[config.mk]
export PLATFORM = sky130hd
export DESIGN_NAME = ternary_weight_sequencer
export DESIGN_NICKNAME = d
export VERILOG_FILES = /design/src/rtl/ksv_perceptron_pkg.sv /design/src/rtl/ternary_word_sanitizer.sv /design/src/rtl/ternary_weight_sequencer.sv
export SDC_FILE = /design/constraint.sdc
export NUM_CORES = 1
export LEC_CHECK = 0
export CAP_MARGIN = 20
export CORE_MARGIN = 2
export CORE_UTILIZATION = 45
export CTS_CLUSTER_SIZE = 30
export DETAILED_ROUTE_END_ITERATION = 10
export HOLD_SLACK_MARGIN = 0.15
export PLACE_DENSITY = 0.66
export SLEW_MARGIN = 20
export SYNTH_ARGS = -nofsm -noshare
export SYNTH_HDL_FRONTEND = slang
export SYNTH_SLANG_ARGS = --single-unit
[constraint.sdc]
create_clock -name clk -period 2.2 [get_ports clk]
set_clock_uncertainty 0.05 [all_clocks]
set_input_delay 0.44 -clock clk [delete_from_list [all_inputs] [get_ports clk]]
set_output_delay 0.44 -clock clk [all_outputs]
set_load 0.01 [all_outputs]
[src/rtl/ksv_perceptron_pkg.sv]
// Shared ternary codes and sequencer state type for the perceptron datapath.
package ksv_perceptron_pkg;

  localparam logic [1:0] TERN_ZERO = 2'b00;
  localparam logic [1:0] TERN_POS  = 2'b01;
  localparam logic [1:0] TERN_NEG  = 2'b11;
  localparam logic [1:0] TERN_RSVD = 2'b10;

  localparam int unsigned TERN_FIELDS = 4;

  typedef enum logic {
    IDLE = 1'b0,
    PLAY = 1'b1
  } seq_state_t;

endpackage

[src/rtl/ternary_word_sanitizer.sv]
// Maps reserved ternary fields to zero and flags that one was seen.
module ternary_word_sanitizer
  import ksv_perceptron_pkg::*;
(
  input  logic [7:0] word_in,
  output logic [7:0] word_out,
  output logic       rsvd_hit
);

  // Per-field substitution of the reserved code by TERN_ZERO.
  always_comb begin
    word_out = word_in;
    rsvd_hit = 1'b0;
    for (int unsigned k = 0; k < TERN_FIELDS; k++) begin
      if (word_in[2*k +: 2] == TERN_RSVD) begin
        word_out[2*k +: 2] = TERN_ZERO;
        rsvd_hit           = 1'b1;
      end
    end
  end

endmodule

[src/rtl/ternary_weight_sequencer.sv]
// Stores a bank of packed ternary weight words and replays them, each held
// for STEP_CYCLES clocks, onto the perceptron weights input.
module ternary_weight_sequencer
  import ksv_perceptron_pkg::*;
#(
  parameter int unsigned DEPTH       = 8,
  parameter logic [23:0] STEP_CYCLES = 24'd10_000_000,
  parameter int unsigned IDX_W       = $clog2(DEPTH)
) (
  input  logic             clk,
  input  logic             rst_n,
  input  logic [7:0]       load_data,
  input  logic             load_valid,
  output logic             load_ready,
  input  logic             start,
  input  logic             loop,
  input  logic             clear,
  output logic [7:0]       weights_out,
  output logic             weights_valid,
  output logic [IDX_W-1:0] word_idx,
  output logic [IDX_W:0]   word_count,
  output logic             busy,
  output logic             done,
  output logic             code_err
);

  localparam logic [IDX_W-1:0] IDX_ONE  = IDX_W'(1);
  localparam logic [IDX_W:0]   CNT_ONE  = (IDX_W + 1)'(1);
  localparam logic [IDX_W:0]   CNT_FULL = (IDX_W + 1)'(DEPTH);
  localparam logic [23:0]      STEP_LAST = STEP_CYCLES - 24'd1;

  seq_state_t       state;
  logic [IDX_W-1:0] wr_ptr;
  logic [IDX_W-1:0] rd_ptr;
  logic [23:0]      step_cnt;
  logic [7:0]       mem [DEPTH];

  logic [7:0] clean_word;
  logic       rsvd_hit;
  logic       load_fire;

  ternary_word_sanitizer u_sanitizer (
    .word_in  (load_data),
    .word_out (clean_word),
    .rsvd_hit (rsvd_hit)
  );

  // Load port is open only while idle, not full and not being flushed.
  always_comb begin
    load_ready = (state == IDLE) && (word_count < CNT_FULL) && !clear;
    load_fire  = load_valid && load_ready;
  end

  assign busy     = (state == PLAY);
  assign word_idx = rd_ptr;

  // Weight bank write port; contents need no reset.
  always_ff @(posedge clk) begin
    if (load_fire) begin
      mem[wr_ptr] <= clean_word;
    end
  end

  // Control FSM with registered playback outputs.
  always_ff @(posedge clk or negedge rst_n) begin
    if (!rst_n) begin
      state         <= IDLE;
      word_count    <= '0;
      wr_ptr        <= '0;
      rd_ptr        <= '0;
      step_cnt      <= '0;
      weights_out   <= '0;
      weights_valid <= 1'b0;
      done          <= 1'b0;
      code_err      <= 1'b0;
    end else if (clear) begin
      state         <= IDLE;
      word_count    <= '0;
      wr_ptr        <= '0;
      rd_ptr        <= '0;
      step_cnt      <= '0;
      weights_out   <= '0;
      weights_valid <= 1'b0;
      done          <= 1'b0;
      code_err      <= 1'b0;
    end else begin
      done <= 1'b0;
      if (load_fire) begin
        wr_ptr     <= wr_ptr + IDX_ONE;
        word_count <= word_count + CNT_ONE;
        if (rsvd_hit) begin
          code_err <= 1'b1;
        end
      end
      case (state)
        IDLE: begin
          if (start && (word_count != '0) && !load_fire) begin
            state         <= PLAY;
            rd_ptr        <= '0;
            step_cnt      <= '0;
            weights_out   <= mem[0];
            weights_valid <= 1'b1;
          end
        end
        PLAY: begin
          if (step_cnt == STEP_LAST) begin
            step_cnt <= '0;
            if ({1'b0, rd_ptr} < (word_count - CNT_ONE)) begin
              rd_ptr      <= rd_ptr + IDX_ONE;
              weights_out <= mem[rd_ptr + IDX_ONE];
            end else if (loop) begin
              rd_ptr      <= '0;
              weights_out <= mem[0];
            end else begin
              state         <= IDLE;
              rd_ptr        <= '0;
              weights_out   <= '0;
              weights_valid <= 1'b0;
              done          <= 1'b1;
            end
          end else begin
            step_cnt <= step_cnt + 24'd1;
          end
        end
        default: state <= IDLE;
      endcase
    end
  end

endmodule

==> run_results.csv, run 1 <==
group,metric,value,unit
setup_path,worst_path_max_delay_cell,"or4_1",
logic_synthesis,yosys.cell_count.top_type,"edfxtp_1",
layout,num-fill-cells,978,
logic_synthesis,ys_top_cells_by_count,"edfxtp_1, dfrtp_1, nand2_1",
cts,cts_tree,"yes",
setup_path,worstPathRequired,2.40,ns
drt,wl_per_cell,18.4,um
logic_synthesis,syn_nets,464,
pwr,p_leak,2.38,nW
die,start_util,46.0,%
setup_path,arrival,2.30,ns
drt,vias,3841,
sta,period_share,95.4,%
sta,rsz0062_at_grt,"true",
drt,viasPerCell,5.86,
die,rows,39,
die,die_w,112,um
drt,drtIter0Drc,359,
die,ioPinCount,34,
setup_path,path_cells,"or4_1 -> nor2_4 -> nand4_1 -> and2_4 -> a221o_1",
setup_path,max_stage_delay,0.61,ns
logic_synthesis,ys_warn_count,0,
logic_synthesis,syn_area,5260,sq um
layout,num-nets-final,529,
setup_path,critPathLaunchType,"flip-flop",
drt,first_pass_iters,5,
logic_synthesis,synth_cell_type_count,56,
layout,drive_above_1_share,19.3,%
cts,cts_buffers,9,
die,die_h,112,um
placed_design,portBuffers,33,
global_route,antenna_found_initial,0,
setup_path,worst-path-max-fanout,4,
placed_design,place_hpwl,8.37,mm
logic_synthesis,synth.yosys.seq_area_share,58.5,%
cts,clkSinkCount,110,
logic_synthesis,synth.top_cell.area_share,36.6,%
logic_synthesis,synth_compound_area_share,11.7,%
layout,final_core_util,56.5,%
global_route,grt_pass1_vias,3843,
sta,hold_violations,0,
setup_path,cp_num_cells,5,
sta,final.min_clock_period,2.10,ns
layout,diodes,0,
global_route,grt_max_degree,47,
logic_synthesis,syn_avg_cell_area,11.9,sq um
logic_synthesis,synth_top_area_cell,"edfxtp_1",
job,maxCapViolations,0,
status,status,"complete, no violations",
setup_path,r2r_cells,5,
layout,area_delta_synth_final,22.8,%
layout,fin_cells,656,
hold_path,hold_depth,1,
pwr,peakVddDrop,0.649,mV
cts,clk_pin_slew,0.08,ns
logic_synthesis,synthAdderAreaFrac,1.67,%
pwr,p_per_area,665,nW/um^2
sta,slew_viol_final,0,
drt,ant_nets,0,
logic_synthesis,synth_xor_area_share,2.33,%
logic_synthesis,synthMuxAreaShare,5.76,%
drt,wl,12.1,mm
global_route,overflow,0,
sta,tightest_slew,0.601,ns
placed_design,placed_cells,638,
logic_synthesis,ys.flop_type,"edfxtp_1",
cts,cts_max_path_buffers,2,
die,core_area,11400,sq um
logic_synthesis,synth_edf_count,64,
logic_synthesis,synth_area_leaders,"edfxtp_1, dfrtp_1, mux2i_1",
setup_path,crit_type,"flip-flop to flip-flop",
cts,root_buffer,"clkbuf_16",
placed_design,gp_congestion,0.840,
sta,max_freq,0.476,GHz
die,die_area,12600,sq um
drt,drc,0,
logic_synthesis,yosys_register_bits,110,
cts,clk-insertion-delay-late,0.36,ns
sta,finalSetupViolations,0,
logic_synthesis,synth_top_family_by_area,"simple AND/OR/NAND/NOR gates",
setup_path,setup.worst_path.end_class,"flip-flop",
hold_path,hold_class,"flip-flop to flip-flop",
sta,relSlewSlack,59.9,%
logic_synthesis,syn_inst,443,
logic_synthesis,async_flop_share,41.8,%
global_route,grt_usage,20.2,%
global_route,grt_pass1_wl,20.0,mm
setup_path,critical_path.top_delay_family,"simple AND/OR/NAND/NOR gates",
logic_synthesis,synthSimpleGateAreaFrac,16.5,%
setup_path,cp_num_buf_inv,0,
cts,h-tree-depth,3,
## final cells by class
| type | count | area [sq um] | area share (%) |
|---|---|---|---|
| clock buffer | 9 | 225 | 3.49 |
| clock inverter | 7 | 66.3 | 1.03 |
| inverter | 10 | 37.5 | 0.582 |
| multi-input combinational | 294 | 2090 | 32.4 |
| sequential | 110 | 3070 | 47.6 |
| tap | 143 | 179 | 2.77 |
| timing repair buffer | 83 | 781 | 12.1 |
## flip-flops by register name, summed over array words and instances (netlist names)
| signal | flops |
|---|---|
| code_err | 1 |
| done | 1 |
| word_count | 4 |
| weights_valid | 1 |
| step_cnt | 24 |
| word_idx | 3 |
| busy | 1 |
| weights_out | 8 |
| wr_ptr | 3 |
| mem | 64 |
## layout by cell type, fill, tap and decap left out, types with 12 or more instances in the layout
cell and n:
a21oi_1 19, a31oi_1 12, buf_4 42, clkdlybuf4s50_1 31, dfrtp_1 46, edfxtp_1 64, mux2i_1 28, nand2_1 31
nand3_1 30, nand4_1 18, nor2_1 24
## per-stage QoR
step | hold WS, ns | area (sq um) | TNS, ns | power (mW) | worst slack, ns
floorplan | 0.0944 | 5300 | -0.358 | 2.52 | -0.0448
CTS | 0.460 | 6420 | 0 | 4.32 | 0.0203
global route | 0.493 | 6450 | 0 | 4.45 | 0.00166
global placement | 0.435 | 6080 | -4.06 | 2.72 | -0.235
finish | 0.460 | 6450 | 0 | 4.30 | 0.100
detailed placement | 0.454 | 6080 | -5.75 | 2.73 | -0.247
## metal layers
metal	GRT usage [%]	vias to the layer above	wire length, um
met2	33.2	130	6040
met3	4.27	15	655
met5	0	-	0
met4	6.10	0	176
met1	27.5	1879	5220
li1	-	1817	-
## logic make-up after synthesis
logic type / after synthesis
muxes: 30
xor gates and xnor gates: 14
adders and majority gates: 7
AOI/OAI and AO/OA: 85
DFF: 110
and+or+nand+nor: 158
buffers and inverters: 39
## final timing paths
check / from / end / slack, ns
setup / recovery: step_cnt[18]$_DFFE_PN0P_ / word_idx[2]$_DFFE_PN0P_ / 0.10
hold / removal: step_cnt[22]$_DFFE_PN0P_ / step_cnt[22]$_DFFE_PN0P_ / 0.46
setup reg to reg: step_cnt[18]$_DFFE_PN0P_ / word_idx[2]$_DFFE_PN0P_ / 0.10
hold reg to reg: step_cnt[22]$_DFFE_PN0P_ / step_cnt[22]$_DFFE_PN0P_ / 0.46
max in group asynchronous: rst_n / step_cnt[6]$_DFFE_PN0P_ / 1.03
min in group asynchronous: rst_n / step_cnt[12]$_DFFE_PN0P_ / 0.65
## power by group
part / internal [mW] / switching (mW) / total [mW] / leakage, nW
Combinational: 0.206 / 0.230 / 0.437 / 1.03
Clock: 0.795 / 0.802 / 1.60 / 0.141
Sequential: 2.23 / 0.0328 / 2.26 / 1.21
## repair_timing
| action | CTS | global route |
|---|---|---|
| gates cloned | 0 | 0 |
| resized for setup | 5 | 10 |
| hold buffers | 1 | 0 |
| setup endpoints to repair | 14 | 13 |
| pin swaps | 2 | 4 |
| hold endpoints to repair | 46 | 0 |
| setup buffers | 1 | 0 |
Note: power is estimated with default switching activity, not from simulation.
==> inputs of run 2 (changes only) <==
--- a/config.mk
+++ b/config.mk
@@ -10,9 +10,9 @@
 export CORE_UTILIZATION = 45
 export CTS_CLUSTER_SIZE = 30
 export DETAILED_ROUTE_END_ITERATION = 10
+export GPL_TIMING_DRIVEN = 0
 export HOLD_SLACK_MARGIN = 0.15
 export PLACE_DENSITY = 0.66
-export SLEW_MARGIN = 20
 export SYNTH_ARGS = -nofsm -noshare
 export SYNTH_HDL_FRONTEND = slang
 export SYNTH_SLANG_ARGS = --single-unit
==> run 2 against run 1 <==
  * The run now ends with negative setup slack left
  * Register-to-register slack lost 0.23 ns
  * First-iteration DRC count shrank 3.6%
  * Via count shrank 1.0%
  * Combinational power shrank 3%
  * Sequential cell count is the same
  * Critical path depth is the same
  * Routed wire length shrank 2.2%
  * Core utilization shrank 0.50 points
  * Global-route usage shrank 0.98 points
  * Cell area shrank 0.89%
  * Maximum frequency shrank 10%
  * Non-clock buffer count shrank 9
==> run_results.csv, run 2 (synthesis gave the netlist of run 1 again) <==
group,metric,value,unit
drt,first_pass_iters,5,
global_route,grt_pass1_wl,19.0,mm
layout,multi_input_area,2190,sq um
setup_path,r2r_cells,5,
sta,rsz0062_at_grt,"true",
setup_path,worst-path-max-fanout,10,
layout,diodes,0,
sta,layout_setup_ws,-0.132,ns
cts,clk-insertion-delay-late,0.35,ns
layout,final_common_cell,"edfxtp_1",
setup_path,r2r_slack,-0.13,ns
drt,drtIter0Drc,346,
layout,num-nets-final,520,
die,core_area,11400,sq um
sta,tightest_slew,1.00,ns
sta,finalSetupViolations,18,
layout,num-fill-cells,966,
placed_design,dpl-instance-area,5830,sq um
layout,final_cell_mix,"edfxtp_1, dfrtp_1, nand3_1, clkdlybuf4s50_1, nand2_1",
sta,finalSetupTns,-1.54,ns
drt,wl_per_cell,18.3,um
die,rows,39,
sta,hold_violations,0,
global_route,overflow,0,
pwr,p_leak,2.30,nW
pwr,report.power.total,4.26,mW
setup_path,crit_type,"flip-flop to flip-flop",
layout,fin_cells,647,
die,die_h,112,um
layout,top_regs,"mem: 64 flops, step_cnt: 24 flops, weights_out: 8 flops",
placed_design,gp_congestion,0.837,
pwr,p_per_area,666,nW/um^2
hold_path,hold_class,"flip-flop to flip-flop",
setup_path,rr_startpoint,"busy$_DFF_PN0_",
layout,design_area,6400,sq um
global_route,grt_usage,19.3,%
die,die_area,12600,sq um
global_route,antenna_found_initial,0,
setup_path,critPathLaunch,"busy$_DFF_PN0_",
setup_path,worstReg2RegEnd,"mem[4][3]$_DFFE_PP_",
cts,cts_max_path_buffers,2,
cts,root_buffer,"clkbuf_16",
placed_design,place_hpwl,8.20,mm
pwr,peakVddDrop,0.412,mV
placed_design,placed_cells,622,
setup_path,worstPathRequired,2.20,ns
setup_path,critPathLaunchType,"flip-flop",
setup_path,arrival,2.33,ns
setup_path,setup.worst_path.end_class,"flip-flop",
die,start_util,46.0,%
sta,slew_viol_final,0,
drt,ant_nets,0,
cts,cts_tree,"yes",
global_route,grt_pass1_vias,3698,
drt,viasPerCell,5.88,
cts,clk_pin_slew,0.08,ns
drt,wl,11.8,mm
die,ioPinCount,34,
layout,largest-register,"mem",
drt,vias,3802,
placed_design,place_ws,-0.427,ns
cts,cts_buffers,9,
sta,final.min_clock_period,2.33,ns
layout,final-seq-area,3070,sq um
setup_path,crit_path_end,"mem[4][3]$_DFFE_PP_",
status,violations,"negative setup slack",
layout,final_core_util,56.0,%
layout,drive_above_1_share,16.9,%
global_route,grt_max_degree,31,
job,maxCapViolations,0,
die,die_w,112,um
cts,clkSinkCount,110,
cts,h-tree-depth,3,
status,status,"finished with violations",
layout,largest_reg_flops,64,
placed_design,portBuffers,32,
layout,area_delta_synth_final,21.7,%
sta,period_share,106,%
sta,max_freq,0.429,GHz
sta,relSlewSlack,32.6,%
sta,timing.hold.ws,0.454,ns
drt,drc,0,
run 2: cell types whose count changed in the layout (fill, tap and decap cells not counted), sizes merged:
cell,delta
buf,-26
clkbuf,+20
clkinv,-3
inv,+2
clkdlybuf4s50,-1
clkinvlp,-1
run 2: routing by layer:
metal | track usage [%] | vias to the layer above | routed length, um
li1 | - | 1793 | -
met3 | 3.56 | 16 | 489
met2 | 32.9 | 103 | 6100
met5 | 0 | - | 0
met1 | 24.8 | 1890 | 5050
met4 | 6.75 | 0 | 189
run 2: worst min-delay path by stage:
stage | start | to | cells past startpoint
5_1_grt | step_cnt[19]$_DFFE_PN0P_ | step_cnt[19]$_DFFE_PN0P_ | 1
3_3_place_gp | step_cnt[21]$_DFFE_PN0P_ | step_cnt[21]$_DFFE_PN0P_ | 1
2_1_floorplan | rst_n | busy$_DFF_PN0_ | 0
6_report | step_cnt[22]$_DFFE_PN0P_ | step_cnt[22]$_DFFE_PN0P_ | 1
3_5_place_dp | rst_n | step_cnt[13]$_DFFE_PN0P_ | 1
4_1_cts | step_cnt[21]$_DFFE_PN0P_ | step_cnt[21]$_DFFE_PN0P_ | 1
run 2: power breakdown:
| group | total (mW) | switching, mW | internal, mW | leakage [nW] |
|---|---|---|---|---|
| clock | 1.57 | 0.773 | 0.796 | 0.137 |
| sequential | 2.27 | 0.0371 | 2.23 | 1.20 |
| combinational | 0.424 | 0.231 | 0.193 | 0.954 |
| total | 4.26 | 1.04 | 3.22 | 2.30 |
run 2: repair_timing:
action,in CTS,in global routing
pin swaps,3,8
endpoints found under the hold margin,16,0
gates cloned,0,1
endpoints found under the setup margin,79,84
gates resized for setup,14,31
setup buffers,5,3
hold buffers,1,0
run 2: critical path, cell delays in order, from the launching register on:
cell and delay (ns):
dfrtp_1 0.41, buf_2 0.21, nor3_2 0.21, nand2_1 0.21, nor3_1 0.61, buf_2 0.33
run 2: layout make-up:
class                      instances  area share (%)
sequential                       110            48.1
multi-input combinational        294            34.2
timing repair buffer              46            7.49
clock buffer                      11            3.64
tap                              143            2.80
buffer                            28            2.52
clock inverter                     5           0.724
inverter                          10           0.587
==> variant 1, RTL diff (flow settings as in run 1) <==
Change the package constant `TERN_FIELDS` from 4 to 2.
--- a/src/rtl/ksv_perceptron_pkg.sv
+++ b/src/rtl/ksv_perceptron_pkg.sv
@@ -6,7 +6,7 @@
   localparam logic [1:0] TERN_NEG  = 2'b11;
   localparam logic [1:0] TERN_RSVD = 2'b10;
 
-  localparam int unsigned TERN_FIELDS = 4;
+  localparam int unsigned TERN_FIELDS = 2;
 
   typedef enum logic {
     IDLE = 1'b0,
Formal check against the unedited RTL: not equivalent (Yosys sat finds a counterexample within 4 cycles, from zero or initial values and one cycle with rst_n low).
==> variant 1 against run 1 <==
- design area decreased by 0.21%
- non-clock buffer count rose by 15
- total power down 4.5%
- worst setup slack worse by 0.17 ns
- sequential cell count is the same
- synthesized area fell by 4.2%
- via count shrank 10%
- largest power group unchanged
- the run now ends with setup timing left
- combinational power about the same
- routed wire length is 7.0% lower
==> variant 1: results (changes against run 1) <==
STATUS
---------------------------------------------------------------------------
Violated checks .............................................. setup timing
Status ....................................................... finished, violations left

CLOCKING
---------------------------------------------------------------------------
Clock-pin slew on the worst setup and hold paths .............      0.11 ns   +0.03 ns
Cell at the root of the clock tree ........................... sky130_fd_sc_hd__clkbuf_8
Clk_lat worst skew ...........................................      0.38 ns   +0.02 ns

GLOBAL ROUTING
---------------------------------------------------------------------------
Global-route wire length before repair .......................    18,100 um   -9.4%
Vias in the first global route ...............................        3,502   -8.9%
Maximum number of pins on one net before global-route repair .           22   -53%
Met1 Track Usage GR ..........................................        0.284   +0.00869
Total global routing track utilization .......................        0.202   -0.000686

LOGIC SYNTHESIS
---------------------------------------------------------------------------
Multiplexer area fraction after synthesis ....................        0.114   +0.0562
Synth cell types .............................................           53   -5.4%
Leading cell types by total area after synthesis ............. sky130_fd_sc_hd__edfxtp_1 38%, sky130_fd_sc_hd__dfrtp_1 23%, sky130_fd_sc_hd__mux4_2 7.2%
Average size of a mapped cell ................................    13.5 um^2   +14%
Fraction of the mapped netlist area in compound gates ........       0.0880   -0.0294
Post-Synthesis Net Count .....................................          393   -15%
Top cells by count, synth .................................... 64 x sky130_fd_sc_hd__edfxtp_1, 46 x sky130_fd_sc_hd__dfrtp_1, 29 x sky130_fd_sc_hd__nand2_1, 19 x sky130_fd_sc_hd__nor2_1
Sequential element share of the synthesized area .............        0.610   +0.0254

POWER
---------------------------------------------------------------------------
Max VDD drop .................................................       487 uV   -25%
Power per cell area ..........................................  637 mW/mm^2   -4.3%
Clk power ....................................................      1.41 mW   -12%
Leak .........................................................      2.41 nW   +1.4%

SETUP PATH
---------------------------------------------------------------------------
Worst-path cell with the longest stage delay ................. sky130_fd_sc_hd__dfrtp_2
Crit path DAT ................................................      2.49 ns   +0.19 ns

DRT
---------------------------------------------------------------------------
Total wirelength of the detailed-routed design ...............    11,200 um   -7.0%
Wire length on met2 ..........................................      5480 um   -9.3%
Met1 WL ......................................................      5130 um   -1.7%
Detailed-routed wire length on met3 ..........................       460 um   -30%

TIMING
---------------------------------------------------------------------------
Aggregate negative setup slack ...............................    -0.600 ns   -0.600 ns
Fin worst setup slack ........................................   -0.0721 ns   -0.172 ns
Number of setup violations in the final report ...............           11   +11
Relative max-transition margin ...............................        0.580   -0.0190

PLACEMENT
---------------------------------------------------------------------------
Post-DP HPWL .................................................      7560 um   -9.7%
Post-Place Worst Slack .......................................    -0.385 ns   -0.138 ns
Number of placed cells counting well taps ....................          584   -8.5%
Placed instance area ......................................... 0.00599 mm^2   -1.5%

LAYOUT
---------------------------------------------------------------------------
Final instance area .......................................... 0.00644 mm^2   -0.21%
Fraction of final layout cells sized beyond drive strength 1 .        0.312   +0.119

[variant 1: changes by cell type after synthesis, sizes merged, moves of 9 or more]
cell          run 1  this run
mux2i            28        10
nor2b            10         1
nand4            19         9
mux4              0        16
a22oi            11         0
nand3            30        13
[variant 1: cell families (layout without fill, tap and decap cells)]
family / count (synthesis) / after routing
muxes: 36 / 36
DFF: 110 / 110
and+or+nand+nor: 114 / 115
AOI/OAI and AO/OA: 66 / 66
buffers and inverters: 29 / 124
adders and majority gates: 7 / 7
xor gates and xnor gates: 10 / 10
[variant 1: worst register-to-register path: stages, from the launching register on]
cell and delay, ns:
sky130_fd_sc_hd__dfrtp_2 0.38, sky130_fd_sc_hd__inv_2 0.05, sky130_fd_sc_hd__ha_4 0.16, sky130_fd_sc_hd__xnor2_2 0.13, sky130_fd_sc_hd__ha_1 0.30, sky130_fd_sc_hd__o211ai_1 0.10, sky130_fd_sc_hd__a211o_4 0.37, sky130_fd_sc_hd__buf_6 0.13
sky130_fd_sc_hd__or3_4 0.33, sky130_fd_sc_hd__nor3b_2 0.16
[variant 1: final timing paths]
path | from | endpoint | depth (start not counted) | slack, ns
max | word_count[1] | busy | 9 | -0.07
min | code_err | code_err | 2 | 0.46
max reg2reg | word_count[1] | busy | 9 | -0.07
min reg2reg | code_err | code_err | 2 | 0.46
max in group asynchronous | rst_n | word_idx[1] | 3 | 0.98
min in group asynchronous | rst_n | step_cnt[2] | 2 | 0.50
[variant 1: layout make-up]
cell class / instances / area [um^2]
inverter: 10 / 37.5
sequential: 110 / 3080
clock buffer: 9 / 124
fill: 854 / 4450
clock inverter: 7 / 119
timing repair buffer: 98 / 890
tap: 140 / 175
multi-input combinational: 234 / 2020
==> variant 2, RTL diff (config.mk and constraints of run 1) <==
Made on the original files. Make the reset (`rst_n`) synchronous in one clocked block.
--- a/src/rtl/ternary_weight_sequencer.sv
+++ b/src/rtl/ternary_weight_sequencer.sv
@@ -62,7 +62,7 @@
   end
 
   // Control FSM with registered playback outputs.
-  always_ff @(posedge clk or negedge rst_n) begin
+  always_ff @(posedge clk) begin
     if (!rst_n) begin
       state         <= IDLE;
       word_count    <= '0;
Check against the original RTL: differs if rst_n is asserted again (counterexample within 4 cycles, from zero or initial values and one cycle with rst_n low); with rst_n held inactive, the same outputs for 4 cycles.
==> variant 2 against run 1 <==
- utilization down 1.7 points
- design area down 9.1%
- worst setup slack worse by 0.0019 ns
- routed wire length down 16%
- sequential cell count unchanged
- register-to-register slack better by 0.03 ns
- synthesized area down 7.1%
- synthesized cell count down 13%
Power is not compared: it rests on default switching activity, and its combinational part moved more than twofold at a synthesized area within 25%.
==> variant 2: results (changes against run 1) <==
TIMING
---------------------------------------------------------------------------------
Max frequency ......................................................    0.476 GHz   about the same
Transition at the pin with the smallest max-transition slack .......     0.437 ns   -0.164 ns
Hold WS ............................................................     0.426 ns   -0.0340 ns

LOGIC SYNTHESIS
---------------------------------------------------------------------------------
Adder and majority gate portion of the synthesized area ............       0.0179   +0.00127
Xor and xnor area share after synthesis ............................       0.0144   -0.00898
Post-Synthesis Net Count ...........................................          405   -13%
Fraction of the mapped netlist area in compound gates ..............        0.122   +0.00461
Count of mapped cells out of synthesis .............................          384   -13%
Fraction of synthesis flops using an asynchronous set or reset pin .            0   -0.418
Multiplexer area fraction after synthesis ..........................        0.113   +0.0551
Sequential element share of the synthesized area ...................        0.582   -0.00250
Leading cell types by total area after synthesis ................... sky130_fd_sc_hd__edfxtp_1 39%, sky130_fd_sc_hd__dfxtp_1 19%, sky130_fd_sc_hd__mux4_2 7.4%
Synth cell types ...................................................           52   -7.1%
Top cells by count, synth .......................................... 64 x sky130_fd_sc_hd__edfxtp_1, 46 x sky130_fd_sc_hd__dfxtp_1, 29 x sky130_fd_sc_hd__nor2_1, 25 x sky130_fd_sc_hd__nand2_1

GLOBAL ROUTING
---------------------------------------------------------------------------------
Global-route wire length before repair .............................    16,400 um   -18%
Vias in the first global route .....................................        3,289   -14%
Total global routing track utilization .............................        0.183   -0.0192
Maximum number of pins on one net before global-route repair .......           35   -26%

DRT
---------------------------------------------------------------------------------
Average detailed-routed wire length per instance ...................      17.4 um   -5.7%
Via-to-Cell Ratio ..................................................         5.65   -3.4%
TritonRoute pass-1 iters ...........................................            4   -1
First DRT Iteration DRCs ...........................................          229   -36%

SETUP PATH
---------------------------------------------------------------------------------
Number of cells on the worst reg-to-reg path .......................            7   +2
Longest individual stage delay on the worst path ...................      0.54 ns   -0.07 ns
R2r setup slk ......................................................      0.13 ns   +0.03 ns
Top delay family on crit path ...................................... buffers and inverters
Crit path DAT ......................................................      1.61 ns   -0.69 ns
Worst-path cell with the longest stage delay ....................... sky130_fd_sc_hd__clkdlybuf4s50_1
Worst Path Max Fanout ..............................................            6   +2

CLOCKING
---------------------------------------------------------------------------------
Clock-pin slew on the worst setup and hold paths ...................      0.10 ns   +0.02 ns
Cell at the root of the clock tree ................................. sky130_fd_sc_hd__clkbuf_8
Clk_lat worst skew .................................................      0.38 ns   +0.02 ns

PLACEMENT
---------------------------------------------------------------------------------
Count of buffers from port buffering ...............................           33   unchanged
Final weighted congestion in routability-driven placement ..........        0.846   +0.71%
Placed instance area ............................................... 0.00556 mm^2   -8.4%
Post-Place Worst Slack .............................................    -0.170 ns   +0.0772 ns
Number of placed cells counting well taps ..........................          566   -11%
Post-DP HPWL .......................................................      6870 um   -18%

LAYOUT
---------------------------------------------------------------------------------
Fraction of final layout cells sized beyond drive strength 1 .......        0.228   +0.0352
Count of nets after finishing ......................................          463   -12%
Antenna Cells ......................................................            0   unchanged
Fill cells .........................................................          913   -6.6%
Fin cells ..........................................................          587   -11%

MIN PATH
---------------------------------------------------------------------------------
Hold path cells ....................................................            1   unchanged

STATUS
---------------------------------------------------------------------------------
Status ............................................................. finished clean

variant 2: metal layers:
layer,share of wire,global-route usage
met5,0,0
met4,0.013,0.0659
met3,0.037,0.0428
met2,0.50,0.310
met1,0.45,0.230
variant 2: cells by family after synthesis:
kind of cell,count (synthesis)
compound gates,80
xor+xnor,8
fa+ha+maj,7
buf+inv,34
flops,110
mux,34
simple gates,111
variant 2: power by group:
part	internal (mW)	switching, mW	leakage [nW]
clock	0.434	0.717	0.0916
sequential	2.19	0.00797	0.955
combinational	0.0707	0.0838	0.816
variant 2: what timing repair did:
| action | 4_1_cts | 5_1_grt |
|---|---|---|
| endpoints found under the setup margin | 10 | 25 |
| setup buffers | 0 | 3 |
| gates cloned | 0 | 2 |
| pin swaps | 0 | 3 |
| resized for setup | 2 | 18 |
variant 2: worst paths after layout:
| kind | from | end |
|---|---|---|
| hold reg to reg | weights_out[6] | weights_out[6] |
| hold / removal | weights_out[6] | weights_out[6] |
| setup / recovery | busy | busy |
| setup reg to reg | step_cnt[0] | step_cnt[2] |
variant 2: worst reg2reg max path: stages (launching register included):
cell	delay [ns]
sky130_fd_sc_hd__dfxtp_1	0.39
sky130_fd_sc_hd__ha_2	0.22
sky130_fd_sc_hd__nand2_1	0.07
sky130_fd_sc_hd__or4_4	0.59
sky130_fd_sc_hd__o21ai_4	0.20
sky130_fd_sc_hd__buf_12	0.14
sky130_fd_sc_hd__a21oi_2	0.12
sky130_fd_sc_hd__and2_1	0.18
variant 2: layout make-up:
cell class                 instances  area (um^2)  area share
timing repair buffer              69          651       0.111
sequential                       110         2850       0.485
tap                              140          175      0.0299
clock buffer                      10          128      0.0218
inverter                          11         41.3     0.00704
clock inverter                     6         50.0     0.00853
multi-input combinational        241         1980       0.337
